`src/rtl/encoder_fec_pkg.sv`:
```
// Shared definitions for the FEC encoder: default FIFO sizing, the per-cycle
// FIFO operation encoding, and a helper for sizing level ports in parent modules.
package encoder_fec_pkg;

    localparam int FIFO_DEPTH_DEF = 16;
    localparam int FIFO_WIDTH_DEF = 32;

    // Encoded as {write accepted, read accepted}
    typedef enum logic [1:0] {
        OP_IDLE  = 2'b00,
        OP_READ  = 2'b01,
        OP_WRITE = 2'b10,
        OP_BOTH  = 2'b11
    } fifo_op_e;

    function automatic int fifo_level_w(input int depth);
        return $clog2(depth) + 1;
    endfunction

endpackage

```
`src/rtl/fec_fifo_mem.sv`:
```
// Storage array for the FEC FIFO: one synchronous write port, one asynchronous
// read port. Deliberately unreset so it maps onto distributed/block RAM.
module fec_fifo_mem #(
    parameter int WIDTH = 32,
    parameter int DEPTH = 16,
    parameter int AW    = $clog2(DEPTH)
) (
    input  logic             clk,
    input  logic             we,
    input  logic [AW-1:0]    waddr,
    input  logic [WIDTH-1:0] wdata,
    input  logic [AW-1:0]    raddr,
    output logic [WIDTH-1:0] rdata
);

    logic [WIDTH-1:0] mem [DEPTH];

    always_ff @(posedge clk) begin
        if (we) begin
            mem[waddr] <= wdata;
        end
    end

    assign rdata = mem[raddr];

endmodule

```
`src/rtl/fec_param_fifo.sv`:
```
// Parametrised synchronous FIFO between the encoder front-end and the FEC datapath,
// with level count, threshold flags, sticky error flags, flush and optional FWFT read.
module fec_param_fifo
    import encoder_fec_pkg::*;
#(
    parameter int WIDTH         = FIFO_WIDTH_DEF,
    parameter int DEPTH         = FIFO_DEPTH_DEF,
    parameter int AFULL_THRESH  = 12,
    parameter int AEMPTY_THRESH = 4,
    parameter int FWFT          = 0
) (
    input  logic                   clk,
    input  logic                   rst_n,
    input  logic                   flush,
    input  logic                   wr_en,
    input  logic [WIDTH-1:0]       data_in,
    input  logic                   rd_en,
    output logic [WIDTH-1:0]       data_out,
    output logic                   rd_valid,
    output logic                   empty,
    output logic                   full,
    output logic                   almost_full,
    output logic                   almost_empty,
    output logic [$clog2(DEPTH):0] level,
    output logic                   overflow,
    output logic                   underflow
);

    localparam int AW = $clog2(DEPTH);
    localparam int LW = fifo_level_w(DEPTH);

    if ((DEPTH < 4) || ((DEPTH & (DEPTH - 1)) != 0)) begin : g_bad_depth
        $error("fec_param_fifo: DEPTH must be a power of two and at least 4");
    end
    if ((AFULL_THRESH < 1) || (AFULL_THRESH > DEPTH - 1)) begin : g_bad_afull
        $error("fec_param_fifo: AFULL_THRESH out of range 1..DEPTH-1");
    end
    if ((AEMPTY_THRESH < 0) || (AEMPTY_THRESH > DEPTH - 1)) begin : g_bad_aempty
        $error("fec_param_fifo: AEMPTY_THRESH out of range 0..DEPTH-1");
    end
    if (WIDTH < 1) begin : g_bad_width
        $error("fec_param_fifo: WIDTH must be at least 1");
    end

    logic [AW-1:0]    wr_ptr;
    logic [AW-1:0]    rd_ptr;
    logic [LW-1:0]    level_next;
    logic [WIDTH-1:0] mem_rdata;
    logic             rd_acc;
    logic             wr_acc;
    fifo_op_e         op;

    // A full FIFO still takes a write when a read frees a slot in the same cycle
    assign rd_acc = rd_en & ~empty;
    assign wr_acc = wr_en & (~full | rd_acc);
    assign op     = fifo_op_e'({wr_acc, rd_acc});

    fec_fifo_mem #(
        .WIDTH (WIDTH),
        .DEPTH (DEPTH),
        .AW    (AW)
    ) u_mem (
        .clk   (clk),
        .we    (wr_acc & ~flush),
        .waddr (wr_ptr),
        .wdata (data_in),
        .raddr (rd_ptr),
        .rdata (mem_rdata)
    );

    always_comb begin
        level_next = level;
        if (flush) begin
            level_next = '0;
        end else begin
            case (op)
                OP_WRITE: level_next = level + LW'(1);
                OP_READ:  level_next = level - LW'(1);
                default:  level_next = level;
            endcase
        end
    end

    // Flags are registered from level_next so they never lag the level output
    always_ff @(posedge clk or negedge rst_n) begin
        if (!rst_n) begin
            wr_ptr       <= '0;
            rd_ptr       <= '0;
            level        <= '0;
            empty        <= 1'b1;
            full         <= 1'b0;
            almost_full  <= 1'b0;
            almost_empty <= 1'b1;
            overflow     <= 1'b0;
            underflow    <= 1'b0;
        end else begin
            level        <= level_next;
            empty        <= (level_next == '0);
            full         <= (level_next == LW'(DEPTH));
            almost_full  <= (level_next >= LW'(AFULL_THRESH));
            almost_empty <= (level_next <= LW'(AEMPTY_THRESH));
            if (flush) begin
                wr_ptr    <= '0;
                rd_ptr    <= '0;
                overflow  <= 1'b0;
                underflow <= 1'b0;
            end else begin
                if (wr_acc) begin
                    wr_ptr <= wr_ptr + AW'(1);
                end
                if (rd_acc) begin
                    rd_ptr <= rd_ptr + AW'(1);
                end
                overflow  <= overflow | (wr_en & ~wr_acc);
                underflow <= underflow | (rd_en & empty);
            end
        end
    end

    if (FWFT != 0) begin : g_fwft
        // Gate the head word so data_out reads zero whenever nothing is stored
        assign data_out = empty ? '0 : mem_rdata;
        assign rd_valid = ~empty;
    end else begin : g_registered
        always_ff @(posedge clk or negedge rst_n) begin
            if (!rst_n) begin
                data_out <= '0;
                rd_valid <= 1'b0;
            end else if (flush || !rd_acc) begin
                data_out <= '0;
                rd_valid <= 1'b0;
            end else begin
                data_out <= mem_rdata;
                rd_valid <= 1'b1;
            end
        end
    end

endmodule
```
`config.mk`:
```
export PLATFORM = sky130hd
export DESIGN_NAME = fec_param_fifo
export DESIGN_NICKNAME = d
export VERILOG_FILES = /design/src/rtl/encoder_fec_pkg.sv /design/src/rtl/fec_fifo_mem.sv /design/src/rtl/fec_param_fifo.sv
export SDC_FILE = /design/constraint.sdc
export NUM_CORES = 1
export LEC_CHECK = 0
export ABC_AREA = 1
export BUFFER_PORTS_ARGS = -buffer_cell sky130_fd_sc_hd__buf_2
export CAP_MARGIN = 25
export CORE_AREA = 2 2 213 215
export DETAILED_ROUTE_END_ITERATION = 16
export DIE_AREA = 0 0 215 217
export GPL_ROUTABILITY_DRIVEN = 0
export PLACE_DENSITY_LB_ADDON = 0.15
export RECOVER_POWER = 100
export SYNTH_ARGS = -nofsm -noshare
export SYNTH_HDL_FRONTEND = slang
export SYNTH_SLANG_ARGS = --single-unit
```
`constraint.sdc`:
```
create_clock -name clk -period 4.27 [get_ports clk]
set_input_delay 0.854 -clock clk [delete_from_list [all_inputs] [get_ports clk]]
set_output_delay 0.854 -clock clk [all_outputs]
set_load 0.01 [all_outputs]
```
==> results.sh <==
export IMPL_status="finished, violations left"
export IMPL_violations="max-capacitance violations, max-slew violations"
export IMPL_track_usage_pct=23.3
export IMPL_numPortBuffers=80
export IMPL_skew_ns=0.0200
export IMPL_ant_nets=0
export IMPL_area_growth_pct=12.8
export IMPL_fp_coreArea_um2=44700
export IMPL_grt_max_degree=141
export IMPL_first_pass_iters=5
export IMPL_layout_worst_path_cycle_share_pct=77.7
export IMPL_insertedDiodeCount=0
export IMPL_numCtsBuffers=57
export IMPL_path_delay_family="buffers and inverters"
export IMPL_synth_fp_nets=1690
export IMPL_route_detailed_drc=0
export IMPL_power_density_nw_per_um2=532
export IMPL_cts_tree="built"
export IMPL_path_cells="nor2_1 -> inv_1 -> nand2_1 -> nand2_1 -> nor2_1 -> inv_1 -> nor3_1 -> clkbuf_1"
export IMPL_synth_edf_count=512
export IMPL_cts_setup_buffers=0
export IMPL_seq_area_frac_synth_pct=75.8
export IMPL_design_area_um2=24800
export IMPL_crit_arrival_ns=3.52
export IMPL_yosys_area_top_type_share_pct=69.9
export IMPL_grt_pass1_vias=13200
export IMPL_syn_area_per_cell_um2=13.4
export IMPL_leakagePower_uw=0.00812
export IMPL_dp_hpwl_um=29200
export IMPL_synth_top_cells_by_count="edfxtp_1, nor2_1, o21ai_0"
export IMPL_yosysMostFrequentCell="edfxtp_1"
export IMPL_worst_setup_path_start_kind="flop"
export IMPL_max_stage_delay_ns=1.06
export IMPL_synth_flop_cell="edfxtp_1"
export IMPL_die_area_um2=46700
export IMPL_cts_max_path_buffers=3
export IMPL_r2r_slack_ns=0.95
export IMPL_first_iter_violations=1371
export IMPL_clk_latency_ns=0.62
export IMPL_fmaxAchievable_mhz=301
export IMPL_start_util_pct=49.2
export IMPL_ys_ff_latch=564
export IMPL_critPathKind="reg2reg"
export IMPL_netlist_area_um2=22000
export IMPL_die_x_um=215
export IMPL_crit_slowest_cell="clkbuf_1"
export IMPL_grt_antenna_before_repair=1
export IMPL_grt_pass1_wl_um=82400
export IMPL_ir_drop_mv=0.312
export IMPL_r2r_start="empty"
export IMPL_wl_per_cell_um=22.8
export IMPL_hold_class="in2async"
export IMPL_h_tree_depth=2
export IMPL_cts_sinks=564
export IMPL_yosysWarnings=0
export IMPL_ys_types=26
export IMPL_tightest_slew_ns=1.58
export IMPL_nNetsFinal=1756
export IMPL_total_power_uw=13200
export IMPL_regArea_um2=16700
export IMPL_wl_um=53800
export IMPL_hold_viol_final=0
export IMPL_cp_end_kind="flop"
export IMPL_worstPathRequired_ns=4.47
export IMPL_multiInputGateArea_um2=4700
export IMPL_vias=13500
export IMPL_cap_violations=1
export IMPL_vias_per_cell=5.73
export IMPL_synthArstFlopShare_pct=9.22
export IMPL_rows=78
export IMPL_yosys_area_top_type="edfxtp_1"
export IMPL_placed_cell_area_um2=23100
export IMPL_crit_buf_inv=3
export IMPL_ios=81
export IMPL_synthTopCellsByArea="edfxtp_1, nor2_1, dfrtp_1"
export IMPL_reg2reg_to="u_mem.mem[14][13]"
export IMPL_rsz0062_at_grt="no"
export IMPL_fin_hold_ws_ns=0.354
export IMPL_nFillCells=3783
export IMPL_cts_resized=0
export IMPL_die_height_um=217
export IMPL_drv_slew=20
export IMPL_drive_gt1_share_pct=7.67
export IMPL_clkTransAtPathRegs_ns=0.06
export IMPL_grt_overflow=0
export IMPL_synth_cells=1645
export IMPL_fin_crit_ns=3.32
export IMPL_cts_hold_fix_buffers=0
export IMPL_cp_max_fo=17
export IMPL_slew_limit_headroom_pct=-5.04
export IMPL_worstRegToRegCells=8
export IMPL_setup_viol=0
export IMPL_cts_root_buf="clkbuf_16"
## power by group
| part | switching [uW] | internal, uW |
|---|---|---|
| registers | 120 | 6160 |
| clock network | 2090 | 3130 |
| logic | 1220 | 477 |
## layout make-up
class                   count  share of cell area (%)
inverters                  28                   0.444
repair buffers            118                    2.39
clock inverters            32                    1.59
multi-input cells         942                    18.9
well taps                 600                    3.03
clock buffers              75                    6.34
flip-flops and latches    564                    67.3
## sequential cells by signal, indices dropped and copies added (netlist names)
| name | count |
|---|---|
| empty | 1 |
| level | 5 |
| rd_ptr | 4 |
| data_out | 32 |
| almost_full | 1 |
| u_mem.mem | 512 |
| almost_empty | 1 |
| overflow | 1 |
| full | 1 |
| underflow | 1 |
| rd_valid | 1 |
| wr_ptr | 4 |
## layout by cell type (no fill, tap or decap), types with 11 or more instances in the layout
| cell type | instances |
|---|---|
| o221ai_1 | 34 |
| clkbuf_16 | 57 |
| clkbuf_1 | 102 |
| o21ai_0 | 213 |
| buf_4 | 11 |
| nand3_1 | 41 |
| a21oi_1 | 39 |
| edfxtp_1 | 512 |
| nand2_1 | 37 |
| o211ai_1 | 94 |
| clkinv_2 | 13 |
| dfrtp_1 | 46 |
| inv_1 | 23 |
| o21ai_1 | 91 |
| nor2_1 | 364 |
## kinds of logic after synthesis
| family | Yosys count | share of synthesized area [%] |
|---|---|---|
| AOI/OAI and AO/OA | 471 | 12.4 |
| xor gates and xnor gates | 3 | 0.119 |
| adders and majority gates | 8 | 0.455 |
| buffers and inverters | 139 | 3.10 |
| DFF | 564 | 75.8 |
| and+or+nand+nor | 460 | 8.15 |
## metal layers
layer | GRT usage (%) | vias up | routed length [um]
met5 | 0 | - | 8
met4 | 5.95 | 2 | 1130
met3 | 3.89 | 85 | 3040
met2 | 37.6 | 440 | 25700
met1 | 33.2 | 6785 | 24000
li1 | - | 6215 | -
## worst reg2reg max path, cell delays in order (launching register included)
cell,delay [ns]
dfstp_1,0.38
nor2_1,0.35
inv_1,0.16
nand2_1,0.13
nand2_1,0.16
nor2_1,0.30
inv_1,0.15
nor3_1,0.22
clkbuf_1,1.06
## worst max-delay path by stage
stage                     cells after the start           endpoint  start  slack (ns)
after global routing                          8  u_mem.mem[14][13]  empty        0.72
after detailed placement                     10   u_mem.mem[5][19]  rd_en        0.95
after global placement                       10   u_mem.mem[5][19]  rd_en        0.99
after floorplan                               8   u_mem.mem[10][0]  rd_en       -0.07
after CTS                                     8   u_mem.mem[5][19]  empty        1.54
final                                         8  u_mem.mem[14][13]  empty        0.95
## through the flow
step                      utilization, %  instances  TNS [ns]  setup slack, ns
after floorplan                        -       1645     -8.37          -0.0654
after global placement              51.5       2251         0            0.991
after detailed placement            51.6       2252         0            0.953
after CTS                           56.0       2359         0             1.54
after global routing                55.5       2359         0            0.720
final                               55.5       2359         0            0.951
(Power assumes the default switching activity.)
